===== src/rtl/draw_sequencer.sv =====
// Runs the enabled drawing engines in ascending channel order and muxes the active engine onto the VGA pixel port.
// Start/busy/done and plot gating are registered state decodes; pixel data is a combinational mux.
module draw_sequencer #(
  parameter  int N_CH  = 2,
  parameter  int X_W   = 8,
  parameter  int Y_W   = 7,
  parameter  int C_W   = 3,
  parameter  int CNT_W = 8,
  localparam int CH_W  = (N_CH > 1) ? $clog2(N_CH) : 1
) (
  input  logic                  clk,
  input  logic                  rst,
  input  logic                  go,
  input  logic                  abort,
  input  logic                  loop,
  input  logic [N_CH-1:0]       ch_en,
  output logic [N_CH-1:0]       eng_start,
  input  logic [N_CH-1:0]       eng_done,
  input  logic [N_CH*X_W-1:0]   eng_x,
  input  logic [N_CH*Y_W-1:0]   eng_y,
  input  logic [N_CH*C_W-1:0]   eng_colour,
  input  logic [N_CH-1:0]       eng_plot,
  output logic [X_W-1:0]        vga_x,
  output logic [Y_W-1:0]        vga_y,
  output logic [C_W-1:0]        vga_colour,
  output logic                  vga_plot,
  output logic                  busy,
  output logic                  done,
  output logic [CH_W-1:0]       cur_ch,
  output logic [CNT_W-1:0]      pass_count
);

  typedef enum logic [1:0] {
    S_IDLE    = 2'd0,
    S_RUN     = 2'd1,
    S_RELEASE = 2'd2,
    S_DONE    = 2'd3
  } state_t;

  state_t            state_q, state_d;
  logic [CH_W-1:0]   cur_q, cur_d;
  logic [N_CH-1:0]   en_q, en_d;
  logic [CNT_W-1:0]  pass_q, pass_d;

  logic [CH_W-1:0]   first_ch;
  logic [CH_W-1:0]   next_ch;
  logic              has_next;
  logic              cur_done;
  logic              cur_plot;

  // Lowest set bit of the live mask: where a new pass begins.
  always_comb begin
    first_ch = '0;
    for (int i = N_CH - 1; i >= 0; i--) begin
      if (ch_en[i]) first_ch = CH_W'(i);
    end
  end

  // Next enabled channel above the current one within the latched mask.
  always_comb begin
    next_ch  = '0;
    has_next = 1'b0;
    for (int i = N_CH - 1; i >= 0; i--) begin
      if (en_q[i] && (i > int'(cur_q))) begin
        next_ch  = CH_W'(i);
        has_next = 1'b1;
      end
    end
  end

  always_comb begin
    cur_done   = 1'b0;
    cur_plot   = 1'b0;
    vga_x      = '0;
    vga_y      = '0;
    vga_colour = '0;
    for (int i = 0; i < N_CH; i++) begin
      if (cur_q == CH_W'(i)) begin
        cur_done   = eng_done[i];
        cur_plot   = eng_plot[i];
        vga_x      = eng_x[i*X_W +: X_W];
        vga_y      = eng_y[i*Y_W +: Y_W];
        vga_colour = eng_colour[i*C_W +: C_W];
      end
    end
  end

  always_comb begin
    state_d = state_q;
    cur_d   = cur_q;
    en_d    = en_q;
    pass_d  = pass_q;
    if (abort) begin
      state_d = S_IDLE;
    end else begin
      case (state_q)
        S_IDLE, S_DONE: begin
          if (go) begin
            en_d = ch_en;
            if (|ch_en) begin
              cur_d   = first_ch;
              state_d = S_RUN;
            end else begin
              state_d = S_DONE;
            end
          end
        end
        S_RUN: begin
          if (cur_done) state_d = S_RELEASE;
        end
        S_RELEASE: begin
          if (!cur_done) begin
            if (has_next) begin
              cur_d   = next_ch;
              state_d = S_RUN;
            end else begin
              pass_d = pass_q + 1'b1;
              if (loop && (|ch_en)) begin
                en_d    = ch_en;
                cur_d   = first_ch;
                state_d = S_RUN;
              end else begin
                state_d = S_DONE;
              end
            end
          end
        end
        default: state_d = S_IDLE;
      endcase
    end
  end

  always_ff @(posedge clk) begin
    if (rst) begin
      state_q <= S_IDLE;
      cur_q   <= '0;
      en_q    <= '0;
      pass_q  <= '0;
    end else begin
      state_q <= state_d;
      cur_q   <= cur_d;
      en_q    <= en_d;
      pass_q  <= pass_d;
    end
  end

  always_comb begin
    eng_start = '0;
    if (state_q == S_RUN) begin
      for (int i = 0; i < N_CH; i++) begin
        if (cur_q == CH_W'(i)) eng_start[i] = 1'b1;
      end
    end
  end

  assign vga_plot   = (state_q == S_RUN) && cur_plot;
  assign busy       = (state_q == S_RUN) || (state_q == S_RELEASE);
  assign done       = (state_q == S_DONE);
  assign cur_ch     = cur_q;
  assign pass_count = pass_q;

endmodule


===== config.mk =====
export PLATFORM = sky130hd
export DESIGN_NAME = draw_sequencer
export DESIGN_NICKNAME = d
export VERILOG_FILES = /design/src/rtl/draw_sequencer.sv
export SDC_FILE = /design/constraint.sdc
export NUM_CORES = 1
export LEC_CHECK = 0
export CAP_MARGIN = 20
export CORE_MARGIN = 4
export CORE_UTILIZATION = 50
export CTS_CLUSTER_DIAMETER = 200
export DETAILED_ROUTE_END_ITERATION = 12
export DONT_BUFFER_PORTS = 1
export PLACE_DENSITY = 0.73
export SYNTH_ARGS = -nofsm -noshare
export SYNTH_HDL_FRONTEND = slang
export SYNTH_SLANG_ARGS = --single-unit
export TNS_END_PERCENT = 100

===== constraint.sdc =====
create_clock -name clk -period 1.8 [get_ports clk]
set_clock_uncertainty 0.15 [all_clocks]
set_input_delay 0.36 -clock clk [delete_from_list [all_inputs] [get_ports clk]]
set_output_delay 0.36 -clock clk [all_outputs]
set_load 0.005 [all_outputs]

==> impl_metrics.tcl <==
set metrics [dict create \
    rrSetupSlack_ps 110 \
    ctsRootBufferMaster "clkbuf_4" \
    num_vias 854 \
    ant_nets 0 \
    syn_inst 111 \
    antenna_found_initial 0 \
    portBuffers 0 \
    hp-start "ch_en[1]" \
    power_frac_comb 0.284 \
    cp-start-kind "flop" \
    grt_start_max_net_pins 25 \
    die_w_um 53.1 \
    period_minus_slack_ps 1730 \
    core_area_um2 1940 \
    cts.htree.levels 1 \
    synth_area_leaders "dfxtp_1 (24%), mux2_2 (22%), ha_1 (6.2%), a2111oi_4 (5.4%), nor2_1 (5.2%)" \
    rows 16 \
    arrival_ps 1220 \
    synth_fp_nets 163 \
    die-area_um2 2820 \
    hold_depth 2 \
    grt_pass1_vias 827 \
    grt_usage 0.175 \
    report.final.slew_viol_count 0 \
    rsz0062_at_grt "no" \
    min_to "en_q[1]" \
    cts_made_buffers 3 \
    gp_congestion 0.890 \
    outcome "complete, no violations" \
    fmax_ghz 0.579 \
    synth-compound-area-share 0.167 \
    die_h_um 53.1 \
    switching_share 0.292 \
    hold_class "in2reg" \
    yosys.area.top_type "dfxtp_1" \
    ys_types 32 \
    setup-tns-final_ps 0 \
    power.internal_uw 499 \
    synth_simple_gate_area_frac 0.203 \
    cp.required_ps 1290 \
    fin_crit_sh 0.960 \
    hold_viol_final 0 \
    max-vdd-ir-drop_uv 327 \
    synth_top_area_share 0.236 \
    clk_pin_slew_ps 80 \
    synth_fa_ha_area_frac 0.0616 \
    p_clk_frac 0.312 \
    cts_tree "done" \
    io_pins 79 \
    ys_warn_count 0 \
    synth_mux_area_frac 0.251 \
    firstDrtPassIters 4 \
    drive_above_1_share 0.322 \
    worstSetupEndpointType "output port" \
    drv_cap 0 \
    final_util 0.590 \
    ys_ff_latch 12 \
    gr-total-overflow 0 \
    worstRegToRegCells 6 \
    syn2layout_area_growth_pct 12.8 \
    dp.cells 139 \
    vias_per_cell 5.89 \
    critical_path_class "reg2out" \
    syn_area_per_cell_um2 9.15 \
    setup_viol 0 \
    clock_latency_ps 270 \
    dp_hpwl_mm 2.15 \
    tightest_slew_ps 341 \
    timing.rr.end "pass_count[7]" \
    cts_buffer_depth 2 \
    leakage_uw 0.000427 \
    slew_headroom 0.770 \
    synthXorXnorAreaFrac 0.0431 \
    drt_iter0_markers 9 \
    cts_sinks 12 \
    power_switching_uw 206 \
    remaining_drc_errors 0 \
    wl_per_cell_um 17.8 \
    r2r-start "state_q[1]" \
    start_util 0.523 \
    p_seq_frac 0.404 \
    drt-total-wl_mm 2.58 \
    ys_seq_area_frac 0.236 \
    synth_area_um2 1020 \
    power_density_nw_per_um2 615 \
    grt_first_pass_wirelength_mm 3.69 \
    critPathMaxFanout 24 \
    power.total_uw 704 \
    fin_nets 171 \
    antenna_cells 0 \
    final_cells 145 \
    synth_top_family_by_area "multiplexers" \
]
[per-stage QoR]
stage          hold WS (ps)  area [um2]  worst slack [ps]
3_5_place_dp            286        1060              29.3
3_3_place_gp            284        1060              96.5
4_1_cts                88.0        1120              8.98
6_report               93.6        1150              72.7
5_1_grt                90.6        1150              24.7
2_1_floorplan           337        1020              72.8
[power groups by stage]
stage,logic (uW),registers [uW],clock network (uW)
final,200,285,220
after global routing,220,286,239
after CTS,194,285,223
after detailed placement,184,290,0
after global placement,178,288,0
after floorplan,160,286,0
[placed cells by master, fill, tap and decap left out, types with 2 or more instances in the layout]
cell / n
nand4_1: 3
nand3_1: 3
a21oi_1: 3
nand2b_1: 4
dfxtp_1: 11
ha_1: 5
mux2i_1: 3
clkbuf_4: 3
mux2_2: 20
a211oi_1: 2
buf_4: 5
nor2b_1: 6
nor2_1: 14
nand2_1: 4
o21ai_0: 4
inv_1: 3
xnor2_1: 3
xor2_1: 2
a2111oi_4: 2
[sequential cells by signal, summed over array words and instances, names as in the netlist]
name,count
pass_count,8
state_q,2
cur_ch,1
en_q,1
[cell families (layout without fill, tap and decap cells)]
family	count (synthesis)	after routing
mux	23	23
simple gates	40	40
compound gates	18	18
flops	12	12
fa+ha+maj	5	5
xor+xnor	5	5
buf+inv	8	15
[critical path: stages, from the launching register on]
cell and delay [ps]:
dfxtp_4 400, buf_12 170, mux2_2 370
[how the worst max path moves through the flow]
stage               start            end  slack, ps
5_1_grt            cur_ch       vga_y[0]         20
3_5_place_dp   state_q[1]  pass_count[7]         30
6_report           cur_ch       vga_y[0]         70
2_1_floorplan  state_q[0]  pass_count[4]         70
3_3_place_gp   state_q[1]  pass_count[7]        100
4_1_cts        state_q[1]  pass_count[7]          9
[timing repair]
item / 4_1_cts / 5_1_grt
hold endpoints to repair: 7 / 0
setup endpoints to repair: 20 / 23
resized for setup: 4 / 3
hold buffers: 1 / 0
buffers inserted: 0 / 1
pin swaps: 0 / 1
[per-layer routing]
layer | track usage | routed length (um) | vias to the layer above
li1 | - | - | 415
met1 | 0.224 | 1060 | 419
met2 | 0.281 | 1340 | 20
met3 | 0.0592 | 181 | 0
met4 | 0.0383 | 0 | 0
met5 | 0 | 0 | -
[synth_stat cells (all sizes together)]
master	n
nand2	4
nand3	3
inv	4
or3	1
o211ai	1
mux2	20
a2bb2oi	2
a21oi	3
o21ai	4
a211oi	2
and2	1
xnor2	3
buf	1
ha	5
nor2b	6
or2	1
nand2b	4
a31o	1
a31oi	1
clkbuf	3
nor2	14
mux2i	3
nor3	1
and3	1
xor2	2
a2111oi	2
a41o	1
or4	1
nand4	3
a32oi	1
dfxtp	12
[cell type report]
class	count	area [um2]
inverters	4	15.0
clock buffers	4	36.3
flip-flops and latches	12	244
multi-input cells	91	749
fillers	189	796
repair buffers	7	67.6
well taps	27	33.8
(Power assumes the default switching activity.)
